==> src/rtl/mult_seq_pkg.sv <==
// Shared definitions for the shift-add multiplier sequencer.
//   state_e : FSM state encoding (IDLE / RUN / DONE)
//   PROD_W  : product / datapath width
//   MAX_N   : largest supported operand width
package mult_seq_pkg;

   localparam int PROD_W = 16;
   localparam int MAX_N  = 8;

   typedef enum logic [1:0] {
      IDLE = 2'd0,
      RUN  = 2'd1,
      DONE = 2'd2
   } state_e;

endpackage

==> src/rtl/mult_sequencer_bit16_adder.sv <==
// 16-bit ripple-carry adder shared by the multiplier sequencer.
// Ports:
//   a_i, b_i : addends
//   cin_i    : carry in
//   sum_o    : 16-bit sum (carry out is not brought out; the sequencer
//              never produces a sum wider than 16 bits)
module bit16_Adder (
   input  logic [15:0] a_i,
   input  logic [15:0] b_i,
   input  logic        cin_i,
   output logic [15:0] sum_o
);

   logic carry;

   always_comb begin
      sum_o = '0;
      carry = cin_i;
      for (int i = 0; i < 16; i++) begin
         sum_o[i] = a_i[i] ^ b_i[i] ^ carry;
         carry    = (a_i[i] & b_i[i]) | (carry & (a_i[i] ^ b_i[i]));
      end
   end

endmodule

==> src/rtl/mult_sequencer.sv <==
// Iterative shift-add multiplier controller (unsigned N x N -> 16 bits).
// One partial product per cycle through a shared 16-bit ripple adder.
// Optional feature macro: MULT_SEQ_EARLY_TERM_EN (finish RUN as soon as the
// remaining multiplier bits are all zero).
// Ports:
//   clk, rst_n : clock, async active-low reset
//   start      : request a multiply, captures a and b
//   a, b       : multiplicand / multiplier (N bits)
//   busy       : high while in RUN
//   done       : one-cycle pulse when product updates
//   product    : last completed result, held between operations
//
// state | meaning
// IDLE  | waiting for start
// RUN   | one shift/add step per clock
// DONE  | product just updated; start here chains the next multiply
module mult_sequencer
   import mult_seq_pkg::*;
#(
   parameter int N = 8
) (
   input  logic              clk,
   input  logic              rst_n,
   input  logic              start,
   input  logic [N-1:0]      a,
   input  logic [N-1:0]      b,
   output logic              busy,
   output logic              done,
   output logic [PROD_W-1:0] product
);

   localparam int CNT_W = $clog2(N) + 1;
   localparam logic [CNT_W-1:0] CNT_LAST = CNT_W'(N - 1);

   generate
      if (N < 1 || N > MAX_N) begin : g_bad_n
         $error("mult_sequencer: N must be in 1..8");
      end
   endgenerate

   state_e              state_q, state_d;
   logic [PROD_W-1:0]   mcand_q, mcand_d;
   logic [N-1:0]        mplier_q, mplier_d;
   logic [PROD_W-1:0]   acc_q, acc_d;
   logic [CNT_W-1:0]    cnt_q, cnt_d;
   logic [PROD_W-1:0]   product_q, product_d;

   logic [PROD_W-1:0]   add_sum;
   logic [PROD_W-1:0]   acc_step;
   logic [N-1:0]        mplier_shift;
   logic                last_step;

   bit16_Adder u_adder (
      .a_i   (acc_q),
      .b_i   (mcand_q),
      .cin_i (1'b0),
      .sum_o (add_sum)
   );

   assign acc_step     = mplier_q[0] ? add_sum : acc_q;
   assign mplier_shift = mplier_q >> 1;

`ifdef MULT_SEQ_EARLY_TERM_EN
   // No remaining set bits means no further adds can change acc.
   assign last_step = (cnt_q == CNT_LAST) || (mplier_shift == '0);
`else
   assign last_step = (cnt_q == CNT_LAST);
`endif

   always_ff @(posedge clk or negedge rst_n) begin
      if (!rst_n) begin
         state_q   <= IDLE;
         mcand_q   <= '0;
         mplier_q  <= '0;
         acc_q     <= '0;
         cnt_q     <= '0;
         product_q <= '0;
      end else begin
         state_q   <= state_d;
         mcand_q   <= mcand_d;
         mplier_q  <= mplier_d;
         acc_q     <= acc_d;
         cnt_q     <= cnt_d;
         product_q <= product_d;
      end
   end

   always_comb begin
      state_d   = state_q;
      mcand_d   = mcand_q;
      mplier_d  = mplier_q;
      acc_d     = acc_q;
      cnt_d     = cnt_q;
      product_d = product_q;

      case (state_q)
         IDLE, DONE: begin
            if (start) begin
               mcand_d  = PROD_W'(a);
               mplier_d = b;
               acc_d    = '0;
               cnt_d    = '0;
               state_d  = RUN;
            end else begin
               state_d  = IDLE;
            end
         end
         RUN: begin
            acc_d    = acc_step;
            mcand_d  = mcand_q << 1;
            mplier_d = mplier_shift;
            cnt_d    = cnt_q + CNT_W'(1);
            if (last_step) begin
               product_d = acc_step;
               state_d   = DONE;
            end
         end
         default: state_d = IDLE;
      endcase
   end

   assign busy    = (state_q == RUN);
   assign done    = (state_q == DONE);
   assign product = product_q;

endmodule
==> config.mk <==
export PLATFORM = sky130hd
export DESIGN_NAME = mult_sequencer
export DESIGN_NICKNAME = d
export VERILOG_FILES = /design/src/rtl/mult_seq_pkg.sv /design/src/rtl/mult_sequencer_bit16_adder.sv /design/src/rtl/mult_sequencer.sv
export SDC_FILE = /design/constraint.sdc
export NUM_CORES = 1
export LEC_CHECK = 0
export ABC_CLOCK_PERIOD_IN_PS = 6700
export CAP_MARGIN = 25
export CORE_ASPECT_RATIO = 1.5
export CORE_MARGIN = 4
export CORE_UTILIZATION = 55
export CTS_CLUSTER_SIZE = 25
export DETAILED_ROUTE_END_ITERATION = 10
export GPL_TIMING_DRIVEN = 0
export PLACE_DENSITY = 0.85
export SYNTH_ARGS = -nofsm -noshare
export SYNTH_HDL_FRONTEND = slang
export SYNTH_SLANG_ARGS = --single-unit
==> constraint.sdc <==
create_clock -name clk -period 6.7 [get_ports clk]
set_clock_uncertainty 0.1 [all_clocks]
set_input_delay 1.34 -clock clk [delete_from_list [all_inputs] [get_ports clk]]
set_output_delay 1.34 -clock clk [all_outputs]
set_load 0.05 [all_outputs]
==> summary.txt <==
Outcome
  • Outcome: finished, final reports clean

STA
  • RSZ-0062 raised after global routing: no
  • Final max-slew violation count: 0
  • Fmax: 153.4 MHz
  • Final min period: 6.519 ns
  • Rel. slew slack: 0.5159
  • Fin Setup TNS: 0 ns
  • Final setup fails: 0
  • Endpoints failing hold: 0
  • Period utilization: 0.9729
  • Worst-Margin Slew: 0.7261 ns

Route
  • Vias: 2219
  • Final wirelength: 6.676 mm
  • DRC Markers: 0
  • Routed WL per cell: 17.21 µm
  • Routed Antenna Nets: 0
  • First-iteration detailed-routing DRC count: 137
  • Initial DRT Pass Iterations: 4
  • Drt via density: 5.719

Place
  • DP Area: 3477 µm²
  • Placer Congestion: 0.8126
  • Buffers on Ports: 36
  • Hpwl dp: 4.625 mm

CTS
  • Num Clock Sinks: 62
  • Htree depth: 3
  • Clock Latency Late Sink: 0.35 ns
  • Post-CTS Hold Buffers: 0
  • CTS Root Cell: clkbuf_8
  • Num CTS Buffers: 9
  • Max Buffers Root-to-Sink: 2
  • Clk slew on worst S/H paths: 0.07 ns
  • CTS tree: done

Cells and area
  • Final Cell Area: 3760 µm²
  • Multi-input logic area: 1271 µm²
  • # diodes: 0
  • Commonest non-fill, non-tap cells in the layout: dfrtp_1 (62), clkdlybuf4s50_1 (35), inv_1 (26), nand3_1 (25)
  • Net count, final: 350
  • Layout fillers: 367
  • Commonest non-fill, non-tap cell in the layout: dfrtp_1
  • Fin util: 0.7168
  • Layout area overhead: 24.64%
  • Share of cells above drive strength 1: 0.1438
  • Reg area: 1551 µm²

Die
  • DIE HEIGHT: 98.71 µm
  • Initial Utilization: 0.5751
  • Die area: 6758 µm²
  • # rows: 32
  • Floorplan core area: 5245 µm²
  • Die W: 68.47 µm
  • Ports: 37

Worst setup path
  • Critical Setup Path Class: reg2reg
  • Cell Chain, Critical Path: ha_1 > inv_1 > fa_1 > fa_2 > fa_1 > fa_2 > fa_1 > fa_1 > fa_1 > fa_1 > fa_1 > fa_1 > fa_1 > fa_1 > inv_1 > fa_1 > fa_1 > xnor2_1 > or3_1 > a31oi_1
  • Crit-path slowest cell: fa_1
  • CP startpoint kind: flop
  • Worst EP required: 6.87 ns
  • Slowest cell delay on critical path: 0.40 ns
  • Top cell by count, worst path: fa_1
  • Worst EP arrival: 6.69 ns
  • Critical Path Sink Type: flop
  • Crit path max fanout: 3

Global routing
  • Vias in the first global route: 2341
  • Grt total ovfl: 0
  • Total GRT Usage: 0.2283
  • Initial antenna violation count: 0
  • Largest net degree at the start of global routing: 33
  • First-pass GRT wire length: 11.25 mm

Yosys
  • Post-synth top area share: 0.5143
  • Yosys warns: 0
  • Post-synthesis register bit count: 62
  • Sequential area share after synthesis: 0.5143
  • Yosys top cell by area: dfrtp_1
  • Mean Syn Cell Area: 11.34 µm²
  • Cell Area, Synth: 3017 µm²
  • Synth area leaders: dfrtp_1 (51%), fa_1 (9.3%), nand3_1 (4.1%)
  • Cell variety after synth: 30
  • Cells after Synth: 266
  • Syn_nets: 301

Power
  • Power density over cell area: 558.2 nW/µm²
  • NetSw: 867.0 µW
  • Max rail drop VDD: 0.2826 mV
  • Switching Fraction: 0.4131
  • Static Leak: 0.001682 µW
  • Clock share of power: 0.211
  • Seq pwr share: 0.307
  • Comb power frac: 0.482
  • Int Power: 1232 µW

Job
  • Max Cap Violations: 0

Hold path
  • Worst hold path class: reg2reg
[cell families (layout without fill, tap and decap cells)]
| logic type | after synthesis | after routing | synth area share |
|---|---|---|---|
| flip-flops | 62 | 62 | 0.5143 |
| buffers and inverters | 46 | 100 | 0.06595 |
| AND/OR/NAND/NOR | 61 | 61 | 0.1004 |
| adder cells (fa/ha/maj) | 16 | 16 | 0.1012 |
| XOR/XNOR | 1 | 1 | 0.002904 |
| AO/OA/AOI/OAI | 57 | 57 | 0.1273 |
| multiplexers | 23 | 23 | 0.08793 |
[worst max-delay path: cells and delay by family, from the launching register on]
| kind | cells | cell delay, ns |
|---|---|---|
| simple gates | 1 | 0.34 |
| fa+ha+maj | 15 | 5.19 |
| xor+xnor | 1 | 0.08 |
| flops | 1 | 0.39 |
| buf+inv | 2 | 0.13 |
| compound gates | 1 | 0.18 |
[power by group through the flow]
stage          Clock [µW]  Combinational [µW]  Sequential (µW)
4_1_cts               446                1010              642
3_5_place_dp            0                1000              646
5_1_grt               465                1110              663
2_1_floorplan           0                 566              784
6_report              444                1010              644
3_3_place_gp            0                 959              637
[timing repair]
action | CTS | global route
setup buffers | 0 | 1
gates resized for setup | 0 | 2
endpoints found under the setup margin | 0 | 3
endpoints found under the hold margin | 0 | 0
[metrics by stage]
| step | setup WS, ns | std cells | hold slack, ns | total power (µW) |
|---|---|---|---|---|
| after floorplan | 0.5312 | 266 | 0.3381 | 1351 |
| after global placement | 0.2468 | 370 | 0.3680 | 1596 |
| after detailed placement | 0.1305 | 371 | 0.3847 | 1646 |
| after CTS | 0.05605 | 387 | 0.3937 | 2100 |
| after global routing | 0.0001976 | 388 | 0.4170 | 2240 |
| final | 0.1813 | 388 | 0.3897 | 2099 |
[cell usage after synthesis (all sizes together)]
master / number
mux2i: 10
nor2: 8
nor3: 8
clkbuf: 10
nor2b: 2
nand3: 25
xnor2: 1
a31oi: 2
inv: 28
ha: 2
and3b: 1
or3: 1
a22oi: 6
dfrtp: 62
nand4: 1
nand3b: 1
fa: 14
buf: 8
o21ai: 15
mux2: 13
a21oi: 15
a22o: 11
nand2b: 2
nand2: 11
a221o: 8
and2: 1
[layer usage]
metal  global-route usage  vias to the layer above  routed length (µm)
met2               0.3694                       90                3448
li1                     -                     1017                   -
met5                    0                        -                   0
met1               0.2831                     1092                2571
met3              0.03421                       20                 434
met4               0.1286                        0                 223
[area by class of cell]
class | instances | area share
multi-input combinational | 158 | 0.3381
buffer | 18 | 0.02496
clock inverter | 6 | 0.03527
inverter | 28 | 0.02795
tap | 68 | 0.02263
sequential | 62 | 0.4126
clock buffer | 10 | 0.03661
timing repair buffer | 38 | 0.1018
[registers in the layout, indices dropped and copies added (netlist names)]
register and count:
acc_q 16, cnt_q 4, mcand_q 16, mplier_q 8, product 16, state_q 2
[path summary, 6_finish.rpt]
kind	slack, ns	endpoint	depth (start not counted)	from
hold / removal	0.39	cnt_q[3]$_DFFE_PN0P_	1	cnt_q[3]$_DFFE_PN0P_
setup reg to reg	0.18	product[15]$_DFFE_PN0P_	20	mcand_q[0]$_DFFE_PN0P_
min in group asynchronous	0.94	mplier_q[1]$_DFFE_PN0P_	1	rst_n
setup / recovery	0.18	product[15]$_DFFE_PN0P_	20	mcand_q[0]$_DFFE_PN0P_
max in group asynchronous	4.93	state_q[0]$_DFFE_PN0P_	2	rst_n
hold reg to reg	0.39	cnt_q[3]$_DFFE_PN0P_	1	cnt_q[3]$_DFFE_PN0P_
No activity file was read; power rests on OpenSTA's default activity.
